File: config.mk
export PLATFORM = sky130hd
export DESIGN_NAME = tx_window_scheduler
export DESIGN_NICKNAME = d
export VERILOG_FILES = /design/src/rtl/orbit_pkg.sv /design/src/rtl/rr_arbiter3.sv /design/src/rtl/tx_window_scheduler.sv
export SDC_FILE = /design/constraint.sdc
export NUM_CORES = 1
export LEC_CHECK = 0
export CAP_MARGIN = 20
export CELL_PAD_IN_SITES_DETAIL_PLACEMENT = 0
export CELL_PAD_IN_SITES_GLOBAL_PLACEMENT = 2
export CORE_ASPECT_RATIO = 0.5
export CORE_MARGIN = 2
export CORE_UTILIZATION = 38
export CTS_CLUSTER_DIAMETER = 50
export DETAILED_ROUTE_END_ITERATION = 16
export PLACE_DENSITY_LB_ADDON = 0.1
export SLEW_MARGIN = 20
export SYNTH_ARGS = -nofsm -noshare
export SYNTH_HDL_FRONTEND = slang
export SYNTH_HIERARCHICAL = 1
export SYNTH_SLANG_ARGS = --single-unit
File: constraint.sdc
create_clock -name clk -period 4.3 [get_ports clk]
set_input_delay 0.645 -clock clk [delete_from_list [all_inputs] [get_ports clk]]
set_output_delay 0.645 -clock clk [all_outputs]
set_load 0.005 [all_outputs]
File: src/rtl/orbit_pkg.sv
// Shared definitions for the orbit transmit-window scheduler:
// FSM state encoding, requester indices and parameter defaults.
package orbit_pkg;

    typedef enum logic [2:0] {
        IDLE   = 3'd0,
        WARMUP = 3'd1,
        ARB    = 3'd2,
        GRANT  = 3'd3,
        GUARD  = 3'd4
    } state_t;

    localparam logic [1:0] BEACON  = 2'd0;
    localparam logic [1:0] SCIENCE = 2'd1;
    localparam logic [1:0] HK      = 2'd2;
    localparam logic [1:0] NONE    = 2'd3;

    localparam int SLOT_TICKS_DEF   = 50;
    localparam int GUARD_TICKS_DEF  = 5;
    localparam int WARMUP_TICKS_DEF = 10;

    localparam int CNT_W = 16;

    // Binary index of a one-hot grant vector, NONE when empty.
    function automatic logic [1:0] id_of(input logic [2:0] oh);
        logic [1:0] id;
        id = NONE;
        if (oh[0])
            id = BEACON;
        else if (oh[1])
            id = SCIENCE;
        else if (oh[2])
            id = HK;
        return id;
    endfunction

    // Round-robin successor of a requester index (mod 3).
    function automatic logic [1:0] next_ptr(input logic [1:0] id);
        logic [1:0] nxt;
        nxt = (id >= HK) ? BEACON : id + 2'd1;
        return nxt;
    endfunction

endpackage

File: src/rtl/rr_arbiter3.sv
// Combinational 3-way round-robin arbiter.
// Ports: req (3 request levels), rr_ptr (search start index),
//        winner (one-hot or zero), valid (any request present).
module rr_arbiter3
    import orbit_pkg::*;
(
    input  logic [2:0] req,
    input  logic [1:0] rr_ptr,
    output logic [2:0] winner,
    output logic       valid
);

    logic [1:0] idx;
    logic       found;

    // Walk the three requesters starting at rr_ptr; first hit wins.
    always_comb begin
        winner = '0;
        found  = 1'b0;
        idx    = '0;
        for (int k = 0; k < 3; k++) begin
            idx = 2'((int'(rr_ptr) + k) % 3);
            if (!found && req[idx]) begin
                winner[idx] = 1'b1;
                found       = 1'b1;
            end
        end
        valid = found;
    end

endmodule

File: src/rtl/tx_window_scheduler.sv
// Transmit-window scheduler: powers the radio while the orbit window
// is open and grants one requester at a time in round-robin order.
// Ports: clk, reset (sync, active-high), tx_window, req[2:0] in;
//        radio_on, grant[2:0], active_id[1:0], slot_timeout out.
module tx_window_scheduler
    import orbit_pkg::*;
#(
    parameter int SLOT_TICKS   = SLOT_TICKS_DEF,
    parameter int GUARD_TICKS  = GUARD_TICKS_DEF,
    parameter int WARMUP_TICKS = WARMUP_TICKS_DEF
) (
    input  logic       clk,
    input  logic       reset,
    input  logic       tx_window,
    input  logic [2:0] req,
    output logic       radio_on,
    output logic [2:0] grant,
    output logic [1:0] active_id,
    output logic       slot_timeout
);

    localparam logic [CNT_W-1:0] SLOT_LD   = CNT_W'(SLOT_TICKS);
    localparam logic [CNT_W-1:0] GUARD_LD  = CNT_W'(GUARD_TICKS);
    localparam logic [CNT_W-1:0] WARMUP_LD = CNT_W'(WARMUP_TICKS);

    state_t           state_q, state_d;
    logic [CNT_W-1:0] cnt_q, cnt_d;
    logic [1:0]       rr_ptr_q, rr_ptr_d;
    logic [2:0]       win_q, win_d;

    logic             radio_on_d;
    logic [2:0]       grant_d;
    logic [1:0]       active_id_d;
    logic             slot_timeout_d;

    logic [2:0]       arb_winner;
    logic             arb_valid;

    rr_arbiter3 u_arb (
        .req    (req),
        .rr_ptr (rr_ptr_q),
        .winner (arb_winner),
        .valid  (arb_valid)
    );

    // Next state, counter and pointer. A closed window beats every
    // other exit, so a drop on the last slot cycle gives no timeout.
    always_comb begin
        state_d        = state_q;
        cnt_d          = cnt_q;
        rr_ptr_d       = rr_ptr_q;
        win_d          = win_q;
        slot_timeout_d = 1'b0;

        unique case (state_q)
            IDLE: begin
                if (tx_window) begin
                    state_d = WARMUP;
                    cnt_d   = WARMUP_LD;
                end
            end

            WARMUP: begin
                if (!tx_window) begin
                    state_d = IDLE;
                    cnt_d   = '0;
                end else if (cnt_q <= 1) begin
                    state_d = ARB;
                    cnt_d   = '0;
                end else begin
                    cnt_d = cnt_q - 1'b1;
                end
            end

            ARB: begin
                if (!tx_window) begin
                    state_d = IDLE;
                end else if (arb_valid) begin
                    state_d = GRANT;
                    win_d   = arb_winner;
                    cnt_d   = SLOT_LD;
                end
            end

            GRANT: begin
                if (!tx_window) begin
                    state_d = IDLE;
                    win_d   = '0;
                    cnt_d   = '0;
                end else if ((req & win_q) == 3'b000) begin
                    state_d  = GUARD;
                    win_d    = '0;
                    cnt_d    = GUARD_LD;
                    rr_ptr_d = next_ptr(id_of(win_q));
                end else if (cnt_q <= 1) begin
                    state_d        = GUARD;
                    win_d          = '0;
                    cnt_d          = GUARD_LD;
                    rr_ptr_d       = next_ptr(id_of(win_q));
                    slot_timeout_d = 1'b1;
                end else begin
                    cnt_d = cnt_q - 1'b1;
                end
            end

            GUARD: begin
                if (!tx_window) begin
                    state_d = IDLE;
                    cnt_d   = '0;
                end else if (cnt_q <= 1) begin
                    state_d = ARB;
                    cnt_d   = '0;
                end else begin
                    cnt_d = cnt_q - 1'b1;
                end
            end

            default: begin
                state_d = IDLE;
                cnt_d   = '0;
                win_d   = '0;
            end
        endcase

        // Outputs follow the state being entered so they are registered.
        radio_on_d  = (state_d != IDLE);
        grant_d     = (state_d == GRANT) ? win_d : 3'b000;
        active_id_d = id_of(grant_d);
    end

    always_ff @(posedge clk) begin
        if (reset) begin
            state_q      <= IDLE;
            cnt_q        <= '0;
            rr_ptr_q     <= BEACON;
            win_q        <= '0;
            radio_on     <= 1'b0;
            grant        <= '0;
            active_id    <= NONE;
            slot_timeout <= 1'b0;
        end else begin
            state_q      <= state_d;
            cnt_q        <= cnt_d;
            rr_ptr_q     <= rr_ptr_d;
            win_q        <= win_d;
            radio_on     <= radio_on_d;
            grant        <= grant_d;
            active_id    <= active_id_d;
            slot_timeout <= slot_timeout_d;
        end
    end

endmodule

Yosys cells after proc, flatten, opt, wreduce, memory -nomap -nowiden:

Index checks and enable logic that the tools add are counted.

* register bits: 31
* input port bits: 6
* output and inout port bits: 7
* word-level logic and storage cells: 115

* add/sub/neg operators: 5
* div/mod/pow operators: 3
* $lt $le $gt $ge: 9
* eq/ne operators: 8
* muxes and demuxes: 61
* bitwise gates (word level): 5
* reductions and logical operators: 16

Operator list (count)
* $mux W16: 8
* $mod A32 B3 Y32 const B: 2
* $pmux W16 S4: 1
* $mux W3: 17
* $mod A3 B3 Y32 const B: 1
* $mux W2: 15
* $le A16 B1 Y1 const B: 1
* $sub A16 B1 Y16 const B: 1
* $mux W1: 12
* $pmux W3 S4: 1
* $eq A3 B2 Y1 const B: 3
* $lt A2 B3 Y1 const B: 3
* $pmux W3 S3: 1
* $bmux W1 S2: 3
* $demux W1 S2: 3
* $ge A2 B1 Y1 const B: 3
* $logic_not A3 Y1: 2
* $ne A2 B2 Y1 const B: 3
* $or A3 B3 Y3: 2
* $reduce_and A3 Y1: 2
* $logic_and A1 B1 Y1: 5
* $add A2 B1 Y2 const B: 2
* $ge A2 B2 Y1 const B: 2
* $reduce_or A4 Y1: 1
* other kinds (11): 13

Depth between registers and ports, before layout:

Gate-level depths: netlist of the first run.

* word-level depth: 18
* depth in mapped cells: 14
* mapped depth without buffers: 13

Hierarchy:

Netlist of the first run, hierarchy kept.

By module, submodules not included
* tx_window_scheduler: instances 1, cells an instance 189, area an instance 1602.8 µm², seq. area each 620.6 µm²
* rr_arbiter3: instances 1, cells an instance 38, area an instance 271.5 µm², seq. area each 0.0 µm²

Worst setup path after synthesis of the first run:

No wires, ideal clock.

* kind: reg2reg
* start point: register rr_ptr_q[0]
* end point: register cnt_q[12]
* data arrival time: 2599 ps
* setup slack: 1562 ps
* cell stages (with the launch flop): 14
* path buffers: 1
* clock period less this slack: 2738 ps
* path through: dfxtp_1 > inv_1 > ha_1 > buf_6 > a22oi_1 > nor2_1 > or3_1 > or2_1 > nand2b_1 > a21boi_1 > nor3b_1 > nand2_1 > xor2_1 > nor2_1

* word-level cells in the longest chain between the ends: 12

Ends and longest elaborated chain
* from (decl): line tx_window_scheduler.sv:28 `logic [1:0] rr_ptr_q, rr_ptr_d;`
* from (signal assigned): line tx_window_scheduler.sv:144 `rr_ptr_q <= rr_ptr_d;`
* parallel branches: the longest is 9 deep, another holds $mod A32 B3 Y32
* $mux W1 *: line rr_arbiter3.sv:23 `if (!found && req[idx]) begin`
* via arb_valid: line tx_window_scheduler.sv:37 `logic arb_valid;`
* $ne A2 B2 Y1 (no source line) *
* $reduce_and A3 Y1 (no source line) *
* to (signal assigned): line tx_window_scheduler.sv:143 `cnt_q <= cnt_d;`
* to (decl): line tx_window_scheduler.sv:27 `logic [CNT_W-1:0] cnt_q, cnt_d;`

Mark *: on every way through the listed nets, which the timed path passes. The select of a mux whose other input is x is not followed.
A chain may end at the register's enable or synchronous reset.

Worst setup path in the final report of the first run:

* start point: input port req[1]
* end point: register active_id[1]

* word-level cells in the longest chain between the ends: 16

Ends and longest elaborated chain
* from (decl): line tx_window_scheduler.sv:15 `input logic [2:0] req,`
* $bmux W1 S2: line rr_arbiter3.sv:23
* $mux W1 (not written as such): line rr_arbiter3.sv:23
* $mux W1: line rr_arbiter3.sv:23
* $logic_not A1 Y1: line rr_arbiter3.sv:23
* $logic_and A1 B1 Y1: line rr_arbiter3.sv:23
* $mux W1: line rr_arbiter3.sv:23
* $logic_not A1 Y1: line rr_arbiter3.sv:23
* $logic_and A1 B1 Y1: line rr_arbiter3.sv:23
* $mux W1 *: line rr_arbiter3.sv:23
* via arb_valid: line tx_window_scheduler.sv:37
* $mux W3: line tx_window_scheduler.sv:78 `end else if (arb_valid) begin`
* $mux W3: line tx_window_scheduler.sv:76 `if (!tx_window) begin`
* $pmux W3 S4: line tx_window_scheduler.sv:55 `unique case (state_q)`
* $eq A3 B2 Y1: line tx_window_scheduler.sv:127 `grant_d = (state_d == GRANT) ? win_d : 3'b000;`
* $mux W3 *: line tx_window_scheduler.sv:127
* $mux W2: line orbit_pkg.sv:30 `else if (oh[1])`
* $mux W2 *: line orbit_pkg.sv:28 `if (oh[0])`
* to (signal assigned): line tx_window_scheduler.sv:148 `active_id <= active_id_d;`
* to (decl): line tx_window_scheduler.sv:18 `output logic [1:0] active_id,`

The timed path passes the listed nets; every way through them passes the cells marked *. The select of a mux whose other input is x is not followed.

==> flow_summary_export.csv, run 1 <==
group,metric,value,unit
placed_design,io_buffers,12,
timing,period_share,0.683,
clocking,clk_path_buf_depth,2,
critical_path,cp_common_cell,"nor2_1",
die,core-area,0.00457,sq mm
placed_design,dp.final_hpwl,3070,um
synth,avgSynthCellArea,8.26,sq um
die,die_area,0.00554,sq mm
placed_design,place_congestion,0.862,
grt,grt_overflow,0,
timing,max-slew-margin-rel,0.481,
critical_path,cpPeakStageDelay,530,ps
synth,synth-async-reset-ratio,0,
routing,drc_errors,0,
timing,fin_tns_setup,0,ps
clocking,insertion_delay,280,ps
timing,rsz0062_at_grt,"false",
die,initial_core_util,0.410,
timing,setup_slack,1360,ps
critical_path,cp-end-kind,"flop",
clocking,htreeDepth,2,
grt,grt_usage,0.170,
critical_path,worst_path_max_delay_cell,"clkdlybuf4s50_1",
synth,ys_ff_latch,31,
clocking,post_cts_buffers,0,
critical_path,crit_chain,"clkdlybuf4s50_1, a22oi_1, nor2_1, or3_1, or2_1, nand2_1, mux2i_1, o21a_1, nor2_1, o311ai_2, inv_2, o21bai_2",
synth,synth-seq-area-share,0.331,
placed_design,placed_area,0.00203,sq mm
routing,drt-initial-drc-count,70,
clocking,cts_sinks,31,
power_and_ir_drop,power_leakage,0.774,nW
cells_and_area,layout_commonest_cell,"dfxtp_1",
cells_and_area,drive_above_1_share,0.0924,
clocking,hold_buffers,0,
critical_path,start_kind,"input port",
timing,skew,5.65,ps
routing,first_pass_iters,4,
cells_and_area,diodes,0,
synth,syn-cell-area,0.00187,sq mm
grt,grt_max_degree,19,
grt,grt_pass1_wl,7000,um
routing,postRouteAntennaNets,0,
synth,synthCells,227,
timing,finalSetupViolCount,0,
cells_and_area,final_cell_mix,"31 x dfxtp_1, 29 x nor2_1, 20 x nand2_1",
timing,finalHoldViolations,0,
power_and_ir_drop,ir_drop,0.000161,V
placed_design,pre_cts_ws,1090,ps
job,maxCapViolCount,0,
cells_and_area,areaGrowthSynthToFinish,13.0,%
power_and_ir_drop,powerDensity,343,mW/mm^2
clocking,clkSlewWorstSetupHoldPaths,70,ps
die,rows,17,
synth,synth_ff_type,"dfxtp_1",
routing,wl_per_cell,13.7,um
clocking,numCtsBuffers,5,
die,die_w,103,um
timing,fmax,341,MHz
die,num_io_pins,13,
synth,synth_edf_count,0,
min_path,hold_path_class,"flop to flop",
critical_path,arrival,3160,ps
synth,ys_types,59,
grt,grt_pass1_vias,1447,
routing,detail_route.vias_per_cell,5.37,
synth,synthesis.nets,239,
die,die_h,53.7,um
critical_path,critPathMaxFanout,8,
grt,antenna_found_initial,0,
timing,min_period,2940,ps
critical_path,required,4520,ps
routing,drt_wl_total,4170,um
cells_and_area,layout.nets,250,
clocking,cts_tree,"done",
clocking,cts_resized,0,
synth,yosysWarnings,6,
critical_path,worstSetupPathType,"input port to flop",
clocking,cts_root_buf,"clkbuf_8",
timing,worst_pin_slew,775,ps
timing,holdWs,520,ps
cells_and_area,final_area,0.00212,sq mm
timing,drv_slew,0,
cells_and_area,utilization,0.463,
outcome,outcome,"complete, no violations",
routing,dr_total_vias,1633,
kinds of logic (layout without fill, tap and decap cells):
logic type      after synthesis  count (layout)  synth area share
compound gates               58              58             0.231
mux                           5               5            0.0274
fa+ha+maj                     6               6            0.0401
buf+inv                      19              30            0.0494
simple gates                 98              98             0.274
xor+xnor                     10              10            0.0467
flops                        31              31             0.331
registers in the layout, summed over array words and instances (netlist names):
name / count
active_id: 2
cnt_q: 16
grant: 3
radio_on: 1
rr_ptr_q: 2
slot_timeout: 1
state_q: 3
win_q: 3
layer usage:
metal | global-route usage | vias up | share of wire
met1 | 0.230 | 771 | 0.53
met3 | 0.0558 | 6 | 0.046
met4 | 0.0658 | 0 | 0.014
met5 | 0 | - | 0
met2 | 0.252 | 27 | 0.41
li1 | - | 829 | -
cells in the mapped netlist, types with 3 or more instances:
cell type | number | area share
o21ai_1 | 3 | 0.0080
nand3_1 | 4 | 0.011
nand2_1 | 20 | 0.040
nor2_1 | 29 | 0.058
a211oi_1 | 3 | 0.012
inv_1 | 9 | 0.018
ha_1 | 6 | 0.040
nand3b_1 | 4 | 0.016
nor4_1 | 8 | 0.027
nand2b_1 | 6 | 0.020
a21oi_1 | 16 | 0.043
dfxtp_1 | 31 | 0.33
nor3_1 | 4 | 0.011
nor2b_1 | 4 | 0.013
mux2i_1 | 4 | 0.021
clkbuf_1 | 4 | 0.0080
o21ai_0 | 7 | 0.019
or3_1 | 3 | 0.010
o21a_1 | 4 | 0.016
xnor2_1 | 5 | 0.023
xor2_1 | 5 | 0.023
worst paths after layout:
| kind | to | from | cells past startpoint | slack, ps |
|---|---|---|---|---|
| worst min register to register | cnt_q[0] | cnt_q[0] | 2 | 520 |
| worst max register to register | active_id[1] | rr_ptr_q[0] | 13 | 1370 |
| worst max-delay path | active_id[1] | req[1] | 12 | 1360 |
| worst min-delay path | cnt_q[0] | cnt_q[0] | 2 | 520 |
per-stage QoR:
stage	cells	total power [W]
finish	304	0.000726
global route	304	0.000772
detailed placement	297	0.000494
CTS	304	0.000736
global placement	297	0.000495
floorplan	227	0.000461
worst max-delay path, delay by kind of cell:
kind	cells	cell delay, ps
muxes	1	210
AOI/OAI and AO/OA	4	850
buffers and inverters	2	600
and+or+nand+nor	5	850
report_power, final:
| part | internal, W | switching [W] | leakage (nW) | total [W] |
|---|---|---|---|---|
| combinational | 0.0000684 | 0.0000966 | 0.476 | 0.000165 |
| clock | 0.000126 | 0.000112 | 0.0470 | 0.000237 |
| sequential | 0.000302 | 0.0000209 | 0.252 | 0.000323 |
cell type report:
class	count	area (sq um)
multi-input cells	177	1160
clock buffers	6	82.6
flip-flops and latches	31	621
clock inverters	1	5.00
fillers	456	2460
inverters	10	37.5
repair buffers	13	128
well taps	66	82.6
Note: power is estimated with default switching activity, not from simulation.
==> run 2, diff against run 1 <==
CORE_UTILIZATION = 35   (was 38)
clock period = 2.91 ns   (was 4.3 ns; I/O delays follow)
==> run 2 against run 1 <==
  * Clock power up 37%
  * Utilization fell by 2.2 points
  * Hold slack got worse by 2.8 ps
  * First-iteration DRC count rose by 1.4%
  * Clock-buffer cell count rose by 1
  * Clock skew is 0.86 ps lower
  * Non-clock buffer count is 13 higher
  * Register-to-register slack lost 1200 ps
  * Die area increased by 8.1%
  * Setup slack got worse by 1200 ps
  * Sequential power increased by 48%
==> flow_summary_export.csv, run 2 (synthesis results as in run 1) <==
group,metric,value,unit
cells_and_area,utilization,0.440,
critical_path,reg2regPathDepth,12,
routing,drc_errors,0,
cells_and_area,top_register,"cnt_q",
grt,grt_max_degree,19,
power_and_ir_drop,powerDensity,479,mW/mm^2
die,die_w,107,um
grt,antenna_found_initial,0,
cells_and_area,layout.nets,263,
die,rows,18,
clocking,post_cts_buffers,0,
critical_path,r2r_slack,190,ps
clocking,htreeDepth,2,
job,maxCapViolCount,0,
placed_design,placed_area,0.00213,sq mm
critical_path,required,3130,ps
timing,rsz0062_at_grt,"true",
grt,grt_overflow,0,
critical_path,cp-end-kind,"flop",
timing,setup_slack,191,ps
routing,first_pass_iters,4,
timing,period_share,0.934,
cells_and_area,final_cell_mix,"31 x dfxtp_1, 29 x nor2_1, 20 x nand2_1",
min_path,worstHoldPathCells,2,
timing,max-slew-margin-rel,0.611,
cells_and_area,diodes,0,
timing,fmax,368,MHz
min_path,hold_path_class,"flop to flop",
cells_and_area,layout_commonest_cell,"dfxtp_1",
grt,grt_usage,0.162,
timing,worst_pin_slew,578,ps
critical_path,worstSetupPathType,"flop to flop",
placed_design,dp.final_hpwl,3330,um
timing,skew,4.79,ps
placed_design,pre_cts_ws,-63.4,ps
die,die_area,0.00599,sq mm
cells_and_area,largest_reg_flops,16,
critical_path,start_kind,"flop",
grt,grt_pass1_vias,1634,
cells_and_area,final_area,0.00222,sq mm
clocking,clk_path_buf_depth,2,
clocking,cts_root_buf,"clkbuf_8",
critical_path,critPathMaxFanout,10,
die,core-area,0.00504,sq mm
power_and_ir_drop,ir_drop,0.000235,V
clocking,numCtsBuffers,5,
clocking,cts_tree,"done",
routing,drt-initial-drc-count,71,
placed_design,io_buffers,12,
cells_and_area,nFillCells,516,
routing,dr_total_vias,1662,
timing,drv_slew,0,
routing,wl_per_cell,13.8,um
timing,finalSetupViolCount,0,
critical_path,arrival,2940,ps
routing,drt_wl_total,4440,um
clocking,insertion_delay,280,ps
timing,finalHoldViolations,0,
clocking,cts_sinks,31,
die,die_h,55.7,um
power_and_ir_drop,power_leakage,0.831,nW
cells_and_area,drive_above_1_share,0.143,
timing,min_period,2720,ps
routing,detail_route.vias_per_cell,5.16,
outcome,outcome,"complete, no violations",
routing,postRouteAntennaNets,0,
clocking,clkSlewWorstSetupHoldPaths,60,ps
die,num_io_pins,13,
timing,holdWs,517,ps
grt,grt_pass1_wl,7710,um
cells_and_area,areaGrowthSynthToFinish,18.6,%
die,initial_core_util,0.372,
placed_design,place_congestion,0.851,
run 2: area by class of cell:
| cell class | count | area (sq um) | share of cell area |
|---|---|---|---|
| clock buffers | 7 | 76.3 | 0.0343 |
| clock inverters | 1 | 5.00 | 0.00225 |
| inverters | 10 | 37.5 | 0.0169 |
| multi-input cells | 177 | 1170 | 0.526 |
| flip-flops and latches | 31 | 621 | 0.279 |
| well taps | 70 | 87.6 | 0.0394 |
| repair buffers | 26 | 225 | 0.101 |
run 2: routing by layer:
metal,wire length (um),GRT usage,part of all wire
met5,0,0,0
met3,156,0.0492,0.035
met4,25,0.0385,0.0056
met1,2370,0.229,0.53
met2,1880,0.240,0.42
run 2: power breakdown:
group	switching (W)	internal, W	leakage (nW)	total (W)
sequential	0.0000308	0.000447	0.252	0.000478
combinational	0.000151	0.000109	0.537	0.000261
clock	0.000157	0.000168	0.0422	0.000325
total	0.000340	0.000724	0.831	0.00106
run 2: path summary, 6_finish.rpt:
kind	endpoint	startpoint
min	rr_ptr_q[1]	rr_ptr_q[1]
max reg2reg	active_id[1]	rr_ptr_q[1]
min reg2reg	rr_ptr_q[1]	rr_ptr_q[1]
max	active_id[1]	rr_ptr_q[1]
run 2: timing repair:
action                     4_1_cts  5_1_grt
setup endpoints to repair        0       13
gates resized for setup          0        2
hold buffers                     0        0
run 2: through the flow:
stage          TNS, ps  power, W  std cells
6_report             0   0.00106        322
5_1_grt          -10.7   0.00113        322
4_1_cts              0   0.00108        322
3_5_place_dp      -318  0.000745        314
3_3_place_gp      -298  0.000745        314
2_1_floorplan        0  0.000682        227
run 2: worst max-delay path, cell delays in order, from the launching register on:
cell and delay, ps:
dfxtp_1 380, ha_2 350, a22oi_1 210, nor2_1 50
or3_1 330, or2_1 270, nand2_1 140, mux2i_1 210
o21a_1 120, nor2_1 40, o311ai_2 350, inv_2 70
o21bai_2 130
==> run 3, diff against run 2 <==
CORE_UTILIZATION = 38   (was 35)
DONT_BUFFER_PORTS = 1   (was default)
RECOVER_POWER = 50   (was default)
TNS_END_PERCENT = 50   (was default)
==> run 3 against run 2 <==
  * Critical path depth grew 2
  * Routed wire length shrank 4.1%
  * Clock-buffer cell count shrank 1
  * Flip-flop and latch count is the same
  * Critical path type unchanged
  * Largest cell class unchanged
==> flow_summary_export.csv, run 3 (synthesis results as in run 1) <==
group,metric,value,unit
placed_design,dp.final_hpwl,3100,um
critical_path,worstSetupPathType,"flop to flop",
critical_path,endpoint,"active_id[0]",
timing,drv_slew,0,
timing,fmax,373,MHz
critical_path,reg2reg_to,"active_id[0]",
cells_and_area,largest_reg_flops,16,
grt,grt_pass1_wl,7320,um
placed_design,pre_cts_ws,161,ps
cells_and_area,final_cell_mix,"30 x dfxtp_1, 29 x nor2_1, 19 x nand2_1",
timing,min_period,2680,ps
critical_path,required,3090,ps
cells_and_area,areaGrowthSynthToFinish,10.0,%
routing,dr_total_vias,1561,
placed_design,io_buffers,0,
routing,drc_errors,0,
clocking,numCtsBuffers,5,
critical_path,critPathLaunch,"rr_ptr_q[0]",
die,rows,17,
routing,drt_wl_total,4250,um
critical_path,cp.depth,14,
outcome,outcome,"complete, no violations",
timing,skew,2.63,ps
clocking,cts_tree,"done",
die,die_area,0.00554,sq mm
clocking,htreeDepth,2,
cells_and_area,utilization,0.451,
critical_path,reg2regPathDepth,14,
die,num_io_pins,13,
routing,wl_per_cell,14.4,um
routing,detail_route.vias_per_cell,5.27,
grt,antenna_found_initial,0,
cells_and_area,nFillCells,468,
critical_path,r2r_slack,230,ps
timing,finalHoldViolations,0,
routing,drt-initial-drc-count,60,
timing,fin_tns_setup,0,ps
clocking,cts_sinks,31,
die,die_w,103,um
critical_path,crit_buf_inv,4,
power_and_ir_drop,powerDensity,560,mW/mm^2
cells_and_area,drive_above_1_share,0.130,
timing,rsz0062_at_grt,"false",
routing,postRouteAntennaNets,0,
critical_path,crit_chain,"inv_1, ha_1, buf_4, mux2i_1, o21ai_0, a21oi_1, o21ai_0, inv_1, nor4_1, or3_1, o21ai_1, inv_1, nand3_1, a21o_1",
grt,grt_max_degree,19,
clocking,post_cts_buffers,0,
clocking,insertion_delay,280,ps
die,core-area,0.00457,sq mm
timing,period_share,0.922,
routing,first_pass_iters,4,
critical_path,cpPeakStageDelay,390,ps
critical_path,cp_common_cell,"inv_1",
critical_path,critPathMaxFanout,8,
die,initial_core_util,0.410,
die,die_h,53.7,um
min_path,hold_path_class,"input port to flop",
critical_path,start_kind,"flop",
critical_path,cpLargestDelayFamily,"compound AO/OA/AOI/OAI gates",
cells_and_area,layout_commonest_cell,"dfxtp_1",
critical_path,worst_path_max_delay_cell,"nor4_1",
timing,worst_pin_slew,718,ps
clocking,clkSlewWorstSetupHoldPaths,70,ps
cells_and_area,layout.nets,241,
grt,grt_usage,0.176,
timing,finalSetupViolCount,0,
clocking,cts_root_buf,"clkbuf_8",
critical_path,r2r-start,"rr_ptr_q[0]",
critical_path,arrival,2860,ps
clocking,clk_path_buf_depth,2,
power_and_ir_drop,power_leakage,0.761,nW
power_and_ir_drop,ir_drop,0.000273,V
power_and_ir_drop,p_total,0.00115,W
job,maxCapViolCount,0,
critical_path,cp-end-kind,"flop",
grt,grt_overflow,0,
cells_and_area,diodes,0,
timing,setup_slack,228,ps
placed_design,place_congestion,0.774,
cells_and_area,top_register,"cnt_q",
grt,grt_pass1_vias,1515,
timing,max-slew-margin-rel,0.521,
run 3: cell count changes in the layout (fill, tap and decap cells not counted), sizes merged:
cell           delta
buf              -10
clkdlybuf4s50    -12
bufinv            +1
clkbuf            -1
run 3: how the worst min path moves through the flow:
stage,start,endpoint,slack [ps],depth (start not counted)
6_report,reset,rr_ptr_q[0],210,1
5_1_grt,reset,rr_ptr_q[0],190,1
4_1_cts,reset,cnt_q[2],200,1
3_5_place_dp,cnt_q[10],cnt_q[10],500,2
3_3_place_gp,rr_ptr_q[1],rr_ptr_q[1],500,2
2_1_floorplan,rr_ptr_q[1],rr_ptr_q[1],480,2
run 3: power by group:
group | leakage [nW] | switching (W) | internal (W)
Combinational | 0.448 | 0.000135 | 0.0000973
Sequential | 0.252 | 0.0000312 | 0.000447
Clock | 0.0612 | 0.000167 | 0.000277
Total | 0.761 | 0.000333 | 0.000821
run 3: stage by stage:
| step | area [sq um] | instances | hold slack, ps |
|---|---|---|---|
| 2_1_floorplan | 1870 | 227 | 478 |
| 4_1_cts | 2050 | 296 | 203 |
| 3_5_place_dp | 1930 | 288 | 504 |
| 3_3_place_gp | 1930 | 288 | 495 |
| 5_1_grt | 2060 | 296 | 194 |
| 6_report | 2060 | 296 | 212 |
run 3: layer usage:
metal  global-route usage  wire (um)  part of all wire  vias to the layer above
met3               0.0519        192             0.045                        2
met4               0.0526          8            0.0019                        0
met5                    0          0                 0                        -
met2                0.263       1730              0.41                       20
li1                     -          -                 -                      815
met1                0.246       2320              0.55                      724
run 3: worst register-to-register path, stage by stage (launching register included):
cell	delay, ps
dfxtp_2	360
inv_1	60
ha_1	320
buf_4	170
mux2i_1	130
o21ai_0	220
a21oi_1	110
o21ai_0	180
inv_1	60
nor4_1	390
or3_1	170
o21ai_1	70
inv_1	70
nand3_1	70
a21o_1	180
run 3: repair_timing:
action	CTS	global route
hold buffers	0	0
hold endpoints to repair	0	0
endpoints found under the setup margin	0	11
gates resized for setup	0	6
run 3: area by class of cell:
class / count / area, sq um / area share
Inverter: 10 / 37.5 / 0.0182
Clock buffer: 6 / 82.6 / 0.0400
Multi-Input combinational cell: 177 / 1170 / 0.569
Tap cell: 66 / 82.6 / 0.0400
Sequential cell: 31 / 622 / 0.302
Timing Repair Buffer: 4 / 30.0 / 0.0146
Clock inverter: 2 / 35.0 / 0.0170
